[src/rtl/tx_queue_if.sv]
// Byte-producer / serial_tx handshake bundle for tx_queue.
// The slave modport is the queue itself; the master modport is its environment.
interface tx_queue_if #(
  parameter int unsigned DEPTH = 16
);
  localparam int unsigned ADDR_W = $clog2(DEPTH);

  logic              i_wr;
  logic [7:0]        i_data;
  logic              o_full;
  logic [ADDR_W:0]   o_count;
  logic              o_ovf;
  logic              o_tx_wr;
  logic [7:0]        o_tx_data;
  logic              i_tx_busy;

  modport slave (
    input  i_wr, i_data, i_tx_busy,
    output o_full, o_count, o_ovf, o_tx_wr, o_tx_data
  );

  modport master (
    output i_wr, i_data, i_tx_busy,
    input  o_full, o_count, o_ovf, o_tx_wr, o_tx_data
  );
endinterface

[src/rtl/tx_queue.sv]
// Buffered transmit queue feeding serial_tx one byte at a time.
// Optional CR/LF expansion of popped 8'h0A bytes when CRLF_EXPAND_EN is defined.
module tx_queue #(
  parameter int unsigned DEPTH = 16
) (
  input  logic      i_clk,
  input  logic      i_rst,
  tx_queue_if.slave bus
);
  localparam int unsigned ADDR_W = $clog2(DEPTH);

  typedef enum logic [1:0] {IDLE, ISSUE, GAP, DRAIN} state_t;

  state_t          state, state_nx;
  logic [7:0]      mem [DEPTH];
  logic [ADDR_W:0] wr_ptr, rd_ptr, wr_nx, rd_nx;
  logic [ADDR_W:0] count;
  logic            full, ovf, empty;
  logic            push, pop, tx_wr;
  logic [7:0]      tx_data, head;
`ifdef CRLF_EXPAND_EN
  logic            lf_pending, lf_reload;
`endif

  assign empty = (wr_ptr == rd_ptr);
  assign push  = bus.i_wr && !full;
  assign head  = mem[rd_ptr[ADDR_W-1:0]];
  assign wr_nx = wr_ptr + {{ADDR_W{1'b0}}, push};
  assign rd_nx = rd_ptr + {{ADDR_W{1'b0}}, pop};

  always_ff @(posedge i_clk) begin
    if (push) begin
      mem[wr_ptr[ADDR_W-1:0]] <= bus.i_data;
    end
  end

  always_ff @(posedge i_clk) begin
    if (i_rst) begin
      state      <= IDLE;
      wr_ptr     <= '0;
      rd_ptr     <= '0;
      count      <= '0;
      full       <= 1'b0;
      ovf        <= 1'b0;
      tx_data    <= '0;
`ifdef CRLF_EXPAND_EN
      lf_pending <= 1'b0;
`endif
    end else begin
      state  <= state_nx;
      wr_ptr <= wr_nx;
      rd_ptr <= rd_nx;
      // count/full track the pointers as they will be after this edge
      count  <= wr_nx - rd_nx;
      full   <= (wr_nx[ADDR_W] != rd_nx[ADDR_W]) &&
                (wr_nx[ADDR_W-1:0] == rd_nx[ADDR_W-1:0]);
      if (bus.i_wr && full) begin
        ovf <= 1'b1;
      end
`ifdef CRLF_EXPAND_EN
      if (pop) begin
        if (head == 8'h0A) begin
          tx_data    <= 8'h0D;
          lf_pending <= 1'b1;
        end else begin
          tx_data    <= head;
        end
      end
      if (lf_reload) begin
        tx_data    <= 8'h0A;
        lf_pending <= 1'b0;
      end
`else
      if (pop) begin
        tx_data <= head;
      end
`endif
    end
  end

  always_comb begin
    state_nx  = state;
    pop       = 1'b0;
    tx_wr     = 1'b0;
`ifdef CRLF_EXPAND_EN
    lf_reload = 1'b0;
`endif
    case (state)
      IDLE: begin
        if (!empty && !bus.i_tx_busy) begin
          pop      = 1'b1;
          state_nx = ISSUE;
        end
      end
      ISSUE: begin
        tx_wr    = 1'b1;
        state_nx = GAP;
      end
      GAP: begin
        state_nx = DRAIN;
      end
      DRAIN: begin
        if (!bus.i_tx_busy) begin
`ifdef CRLF_EXPAND_EN
          // second pass for the LF half of an expanded newline, no pop
          if (lf_pending) begin
            lf_reload = 1'b1;
            state_nx  = ISSUE;
          end else begin
            state_nx  = IDLE;
          end
`else
          state_nx = IDLE;
`endif
        end
      end
      default: state_nx = IDLE;
    endcase
  end

  assign bus.o_full    = full;
  assign bus.o_count   = count;
  assign bus.o_ovf     = ovf;
  assign bus.o_tx_wr   = tx_wr;
  assign bus.o_tx_data = tx_data;
endmodule

[src/flat_wrapper.sv]
// flat-port wrapper written by rule: the top's interface ports become plain ports
module tx_queue_flat 
#(
  parameter int unsigned DEPTH = 16
)
  (i_clk, i_rst, bus_i_wr, bus_i_data, bus_i_tx_busy, bus_o_full, bus_o_count, bus_o_ovf, bus_o_tx_wr, bus_o_tx_data);
  tx_queue_if #(.DEPTH(DEPTH)) bus_i ();
  input  logic i_clk;
  input  logic i_rst;
  input wire logic [$bits(bus_i.i_wr)-1:0] bus_i_wr;
  input wire logic [$bits(bus_i.i_data)-1:0] bus_i_data;
  input wire logic [$bits(bus_i.i_tx_busy)-1:0] bus_i_tx_busy;
  output wire logic [$bits(bus_i.o_full)-1:0] bus_o_full;
  output wire logic [$bits(bus_i.o_count)-1:0] bus_o_count;
  output wire logic [$bits(bus_i.o_ovf)-1:0] bus_o_ovf;
  output wire logic [$bits(bus_i.o_tx_wr)-1:0] bus_o_tx_wr;
  output wire logic [$bits(bus_i.o_tx_data)-1:0] bus_o_tx_data;
  assign bus_i.i_wr = bus_i_wr;
  assign bus_i.i_data = bus_i_data;
  assign bus_i.i_tx_busy = bus_i_tx_busy;
  assign bus_o_full = bus_i.o_full;
  assign bus_o_count = bus_i.o_count;
  assign bus_o_ovf = bus_i.o_ovf;
  assign bus_o_tx_wr = bus_i.o_tx_wr;
  assign bus_o_tx_data = bus_i.o_tx_data;
  tx_queue #(.DEPTH(DEPTH)) u_core (.i_clk(i_clk), .i_rst(i_rst), .bus(bus_i));
endmodule
[config.mk]
export PLATFORM = sky130hd
export DESIGN_NAME = tx_queue_flat
export DESIGN_NICKNAME = d
export VERILOG_FILES = /design/src/rtl/tx_queue_if.sv /design/src/rtl/tx_queue.sv /design/src/flat_wrapper.sv
export SDC_FILE = /design/constraint.sdc
export NUM_CORES = 1
export LEC_CHECK = 0
export ABC_AREA = 1
export ABC_CLOCK_PERIOD_IN_PS = 4000
export CORE_ASPECT_RATIO = 0.9
export CORE_MARGIN = 5
export CORE_UTILIZATION = 40
export CTS_CLUSTER_DIAMETER = 50
export DETAILED_ROUTE_END_ITERATION = 16
export PLACE_DENSITY_LB_ADDON = 0.12
export REMOVE_ABC_BUFFERS = 1
export SETUP_SLACK_MARGIN = 0.5
export SYNTH_ARGS = -nofsm -noshare
export SYNTH_HDL_FRONTEND = slang
export SYNTH_SLANG_ARGS = --single-unit
[constraint.sdc]
create_clock -name i_clk -period 4 [get_ports i_clk]
set_input_delay 1.2 -clock i_clk [delete_from_list [all_inputs] [get_ports i_clk]]
set_output_delay 1.2 -clock i_clk [all_outputs]
set_load 0.01 [all_outputs]
==> results of run 1 <==
## through the flow
stage | total power [mW] | setup slack [ns]
final | 4.416 | 0.8836
after global routing | 4.624 | 0.7002
after CTS | 4.460 | 0.9021
after detailed placement | 2.636 | 0.4503
after global placement | 2.613 | 0.5326
after floorplan | 2.346 | 0.7228
## synth_stat cells (all sizes together)
| library cell | number |
|---|---|
| xnor2 | 2 |
| xor2 | 1 |
| clkbuf | 5 |
| nand2 | 275 |
| nand3 | 92 |
| and2 | 1 |
| inv | 101 |
| nand4 | 3 |
| clkinv | 1 |
| a21o | 1 |
| o21bai | 1 |
| a21oi | 5 |
| edfxtp | 128 |
| buf | 24 |
| dfxtp | 27 |
| ha | 12 |
| nor2 | 61 |
## worst paths after layout
check,end,depth (start not counted)
max,u_core.bus.o_count[4],14
min,u_core.bus.o_ovf,2
max reg2reg,u_core.bus.o_count[4],16
min reg2reg,u_core.bus.o_ovf,2
## worst reg2reg max path: stages (launching register included)
cell and delay, ns:
dfxtp_1 0.63, inv_2 0.07, nand2_1 0.07, nand2_1 0.05, nor2_1 0.15, nand3_2 0.14, nand3_4 0.19, inv_1 0.10
ha_1 0.25, nand4_1 0.14, nand2_1 0.09, ha_1 0.33, inv_1 0.08, o21bai_1 0.14, inv_1 0.07, a21oi_1 0.15
nor2_1 0.06
## cell families after synthesis
logic type      after synthesis
simple gates                432
flops                       155
buf+inv                     131
fa+ha+maj                    12
compound gates                7
xor+xnor                      3
## per-layer routing
layer / GRT usage / vias to the layer above / wire [um]
met5: 0 / - / 0
li1: - / 2430 / -
met2: 0.2623 / 119 / 7442
met4: 0.06202 / 0 / 292
met3: 0.03859 / 23 / 682
met1: 0.2388 / 2299 / 8049
## layout make-up
type                       instances  area, um2
inverter                         102      382.9
sequential                       155       4385
clock inverter                    15      245.2
timing repair buffer              48      427.9
fill                            1549       8798
tap                              235      294.0
multi-input combinational        454       1988
clock buffer                      17      425.4
## state kept, by name, indices dropped and copies added, names as in the netlist
register              cells
u_core.rd_ptr             5
u_core.bus.o_ovf          1
u_core.wr_ptr             5
u_core.mem              128
u_core.state              2
u_core.bus.o_full         1
u_core.bus.o_count        5
u_core.bus.o_tx_data      8
## power by group through the flow
stage | Sequential, mW | Combinational [mW] | Clock [mW]
floorplan | 1.93 | 0.420 | 0
global placement | 1.88 | 0.731 | 0
detailed placement | 1.89 | 0.750 | 0
CTS | 1.85 | 0.754 | 1.85
global route | 1.86 | 0.846 | 1.92
finish | 1.85 | 0.744 | 1.82
==> qor.txt, run 1 <==
slowest library cell on the worst path - clkdlybuf4s50_1
largest net degree at the start of global routing - 65
register-to-register setup slack - 1.20 ns
HPWL reported at the end of detailed placement - 10200 um
element type at the critical path start - primary input
area growth from synthesis to layout - 17.50%
worst setup path class - primary input to flip-flop
Max stage delay on crit path - 0.44 ns
CP Buf/Inv Count - 5
Req. time, crit path - 4.33 ns
post-CTS clock slew at the launch and capture registers of the worst setup and hold paths - 0.07 ns
Clock Power Share - 0.412
Resized cells post-CTS - 0
starting density of the core - 0.4092
post-synthesis adder-cell area fraction - 0.02165
antenna violations before repair - 0
Crit Path Max Fanout - 17
core region area - 16950 um2
row cnt - 45
PwrDens - 541.9 nW/um2
part of the Yosys area used for sequential elements - 0.6321
Comb pwr share - 0.168
final setup skew - 0.01355 ns
count of unresolved DRC violations after routing - 0
sequential share of power - 0.419
full die area - 20080 um2
number of hold-repair buffers added at the cts stage - 0
Core Util, Final - 0.4808
parity-gate share of the synthesized area counting xor and xnor cells - 0.003789
compound-gate portion of the synthesized area - 0.005773
total of flip-flops plus latches after synthesis - 155
slew at the pin closest to its max-slew limit - 1.177 ns
ranking of synthesized cells by area - edfxtp_1, nand2_1, dfxtp_1
detailed-router iteration count before antenna repair - 5
io pins - 28
global-route usage over all layers - 0.1708
worst hold path type - flip-flop to flip-flop
global placer's final weighted congestion - 0.8252
diodes inserted - 0
Chip Height - 134.9 um
number of clock sinks - 155
clock insertion delay at the later pin of the skew report - 0.43 ns
global-route wire length before repair - 25830 um
pins over their slew limit - 0
clock root cell - clkbuf_16
Hold Fails Final Rpt - 0
worst-case clock buffer depth - 2
final instance area - 8149 um2
horizontal extent of the die - 148.8 um
buffers added on ports - 27
DRT iter0 DRCs - 458
top achievable clock speed - 320.9 MHz
TritonCTS clock tree - built
non-filler instance count after layout - 1026
drt wl/cell - 16.05 um
post-synthesis share of cell area spent on and, or, nand and nor gates - 0.2555
cells traversed along the worst timing path - clkdlybuf4s50_1 -> inv_1 -> nand3_4 -> inv_1 -> ha_1 -> nand3_1 -> nand2_1 -> nand2_1 -> ha_1 -> inv_1 -> o21bai_1 -> inv_1 -> a21oi_1 -> nor2_1
post-synthesis instance area - 6935 um2
dominant combinational cell family by area after synthesis - simple AND/OR/NAND/NOR gates
synth unique cells - 25
endpoint kind of the worst setup timing path - flip-flop
synthesized netlist cell count - 740
Overflow after GRT - 0
top cell family by delay on the critical path - buffers and inverters
most common cell after layout, fill and taps aside - nand2_1
via count of the first global-routing pass - 4703
top cell type's share of synthesized area - 0.5542
largest vdd supply drop - 0.0003753 V
largest area contributor in the netlist - edfxtp_1
Placed Instances - 994
synthesized area per cell - 9.372 um2
worst endpoint data arrival time - 3.44 ns
Internal Dissipation - 3.243 mW
commonest cells after routing, fill and taps aside - nand2_1, edfxtp_1, inv_1, nand3_1, nor2_1
cell area reported after detailed placement - 7478 um2
TritonCTS Buffers - 17
cell repeated most along the worst path - inv_1
number of max-capacitance violations reported - 0
Reg2Reg Launch Point - u_core.rd_ptr[1]
total setup buffers inserted after CTS - 0
Final Routed Wirelength - 16470 um
Final Cycle Share - 0.7791
switching fraction of total power - 0.2658
total via count after detailed routing - 4871
count of antenna-violating nets left after detailed routing - 0
number of warnings reported in the yosys synthesis log - 0
final critical delay including setup and external delays - 3.116 ns
RSZ-0062 raised after global routing - no
worst min-delay path startpoint - u_core.bus.o_ovf
share of post-route cells with drive strength above 1 - 0.07965
leak pwr - 3.525 nW
mux share of post-synthesis cell area - 0
detailed-route vias per instance - 4.748
first element of the critical path - bus_i_tx_busy
number of nets in the layout - 802
final worst hold slack - 0.4801 ns
headroom to the max-slew limit - 0.2140
setup TNS - 0 ns
status - finished clean
net load switching power - 1.174 mW
# setup viols final - 0
total number of H-tree levels - 4
No activity file was read; power rests on OpenSTA's default activity.
==> run 2: changes to the inputs <==
Settings changed: ABC_CLOCK_PERIOD_IN_PS 4000 to 3200.
Clock period 4 ns to 3.2 ns, I/O delays scaled along.
==> qor.txt, run 2 (synthesis results as in run 1) <==
buffers added on ports - 27 (unchanged)
starting density of the core - 0.4092 (unchanged)
worst endpoint data arrival time - 2.88 ns (-0.56 ns)
slew at the pin closest to its max-slew limit - 0.7543 ns (-0.4229 ns)
TritonCTS Buffers - 17 (unchanged)
worst setup path class - primary input to flip-flop
final worst hold slack - 0.4756 ns (-0.004450 ns)
total number of H-tree levels - 4 (unchanged)
Crit Path Max Fanout - 4 (-13)
number of max-capacitance violations reported - 0 (unchanged)
Reg2Reg Launch Point - u_core.rd_ptr[1]
final critical delay including setup and external delays - 2.564 ns
total via count after detailed routing - 4922 (+1.0%)
CP Buf/Inv Count - 5 (unchanged)
detailed-route vias per instance - 4.746 (about the same)
Comb pwr share - 0.182 (+0.014)
commonest cells after routing, fill and taps aside - nand2_1, edfxtp_1, inv_1, nand3_1, nor2_1
element type at the critical path start - primary input
register-to-register setup slack - 0.81 ns (-0.39 ns)
area growth from synthesis to layout - 18.49%
io pins - 28 (unchanged)
global placer's final weighted congestion - 0.8258 (about the same)
slowest library cell on the worst path - clkdlybuf4s50_1
cell area reported after detailed placement - 7566 um2 (+1.2%)
RSZ-0062 raised after global routing - no
detailed-router iteration count before antenna repair - 5 (unchanged)
length in cells of the worst reg-to-reg path - 21 (+5)
Overflow after GRT - 0 (unchanged)
worst min-delay path startpoint - u_core.bus.o_ovf
leak pwr - 3.553 nW (+0.78%)
sequential share of power - 0.444 (+0.025)
antenna violations before repair - 0 (unchanged)
number of nets in the layout - 813 (+1.4%)
pins over their slew limit - 0 (unchanged)
PwrDens - 635.3 nW/um2 (+17%)
post-CTS clock slew at the launch and capture registers of the worst setup and hold paths - 0.06 ns (about the same)
DRT iter0 DRCs - 369 (-19%)
clock root cell - clkbuf_16
capture endpoint of the worst hold path - u_core.bus.o_ovf
Internal Dissipation - 3.799 mW (+17%)
Req. time, crit path - 3.52 ns (-0.81 ns)
row cnt - 45 (unchanged)
number of hold-repair buffers added at the cts stage - 0 (unchanged)
most common cell after layout, fill and taps aside - nand2_1
net load switching power - 1.421 mW (+21%)
global-route usage over all layers - 0.1752 (+0.004437)
top achievable clock speed - 390.0 MHz
drt wl/cell - 16.22 um (+1.1%)
horizontal extent of the die - 148.8 um (unchanged)
# setup viols final - 0 (unchanged)
global-route wire length before repair - 26450 um (+2.4%)
TritonCTS clock tree - built
core region area - 16950 um2 (unchanged)
share of post-route cells with drive strength above 1 - 0.1072 (+0.02759)
count of unresolved DRC violations after routing - 0 (unchanged)
largest net degree at the start of global routing - 65 (unchanged)
switching fraction of total power - 0.2723 (+0.006499)
largest vdd supply drop - 0.0003927 V (+4.6%)
Hold Fails Final Rpt - 0 (unchanged)
worst hold path type - flip-flop to flip-flop
endpoint kind of the worst setup timing path - flip-flop
clock insertion delay at the later pin of the skew report - 0.42 ns (about the same)
status - finished clean
number of clock sinks - 155 (unchanged)
count of antenna-violating nets left after detailed routing - 0 (unchanged)
final setup skew - 0.007303 ns (-0.006245 ns)
Worst R2R End - u_core.bus.o_count[4]
flip-flop count of the largest register, all copies and words added - 128 (unchanged)
Final Cycle Share - 0.8012
worst-case clock buffer depth - 2 (unchanged)
headroom to the max-slew limit - 0.4955 (+0.2815)
Final Routed Wirelength - 16820 um (+2.2%)
Chip Height - 134.9 um (unchanged)
Hold Path Cell Cnt - 2 (unchanged)
via count of the first global-routing pass - 4802 (+2.1%)
number of filler cells placed in the layout - 1592 (+2.8%)
top cell family by delay on the critical path - buffers and inverters
final instance area - 8218 um2 (+0.84%)
HPWL reported at the end of detailed placement - 10520 um (+3.1%)
full die area - 20080 um2 (unchanged)
Max stage delay on crit path - 0.44 ns (about the same)
Clock Power Share - 0.374 (-0.038)
cells traversed along the worst timing path - clkdlybuf4s50_1 -> inv_2 -> nand3_4 -> inv_2 -> ha_2 -> nand3_1 -> nand2_1 -> nand2_2 -> ha_4 -> inv_1 -> o21bai_1 -> inv_1 -> a21oi_2 -> nor2_1
diodes inserted - 0 (unchanged)
run 2: cell types whose count changed in the layout (fill, tap and decap cells not counted), moves of 3 or more:
cell | previous run | this run
buf_4 | 21 | 31
dfxtp_1 | 26 | 23
dfxtp_2 | 1 | 4
bufinv_16 | 6 | 0
ha_2 | 0 | 3
clkbuf_1 | 0 | 4
ha_1 | 12 | 7
clkbuf_16 | 17 | 20
clkbuf_8 | 0 | 3
clkinv_4 | 3 | 0
run 2: metal layers:
layer	track usage	share of wire	vias up	wire length, um
met4	0.05186	0.012	0	194
met2	0.2764	0.47	104	7970
met1	0.2449	0.46	2353	7812
met3	0.03758	0.050	18	844
met5	0	0	-	0
li1	-	-	2447	-
run 2: area by class of cell:
cell class | instances | area [um2] | area share
Clock inverter | 5 | 27.53 | 0.003350
Tap cell | 235 | 294.0 | 0.03578
Multi-Input combinational cell | 454 | 2042 | 0.2485
Clock buffer | 27 | 556.8 | 0.06775
Inverter | 102 | 382.9 | 0.04659
Sequential cell | 155 | 4389 | 0.5341
Timing Repair Buffer | 59 | 525.5 | 0.06395
run 2: worst max-delay path by stage:
stage	start	end	slack, ns	depth (start not counted)
after global placement	bus_i_tx_busy	u_core.bus.o_count[4]	0.11	14
after global routing	bus_i_tx_busy	u_core.bus.o_count[4]	0.50	15
after CTS	bus_i_tx_busy	u_core.bus.o_count[4]	0.52	14
after floorplan	u_core.rd_ptr[0]	u_core.bus.o_count[4]	-0.08	16
final	bus_i_tx_busy	u_core.bus.o_count[4]	0.64	14
after detailed placement	bus_i_tx_busy	u_core.bus.o_count[4]	0.05	14
run 2: through the flow:
stage                     setup TNS (ns)  setup slack [ns]    util  total power [mW]  cells
after floorplan                 -0.07724          -0.07724       -             2.932    711
after global placement                 0            0.1058  0.4464             3.292   1004
after detailed placement               0           0.04618  0.4464             3.309   1004
after CTS                              0            0.5175  0.4811             5.269   1036
after global routing                   0            0.5009  0.4849             5.505   1037
final                                  0            0.6360  0.4849             5.221   1037
run 2: worst min-delay path, cell delays in order, from the launching register on:
cell     delay (ns)
dfxtp_1        0.32
a21oi_1        0.04
nor2_1         0.08
run 2: power groups by stage:
stage	Combinational [mW]	Clock, mW	Sequential [mW]
floorplan	0.525	0	2.41
global placement	0.938	0	2.35
detailed placement	0.952	0	2.36
CTS	0.960	1.99	2.32
global route	1.09	2.09	2.33
finish	0.952	1.95	2.32
run 2: repair_timing:
action / CTS / global route
setup endpoints to repair: 1 / 2
resized for setup: 2 / 15
endpoints found under the hold margin: 0 / 0
buffers inserted: 0 / 1
pin swaps: 0 / 3
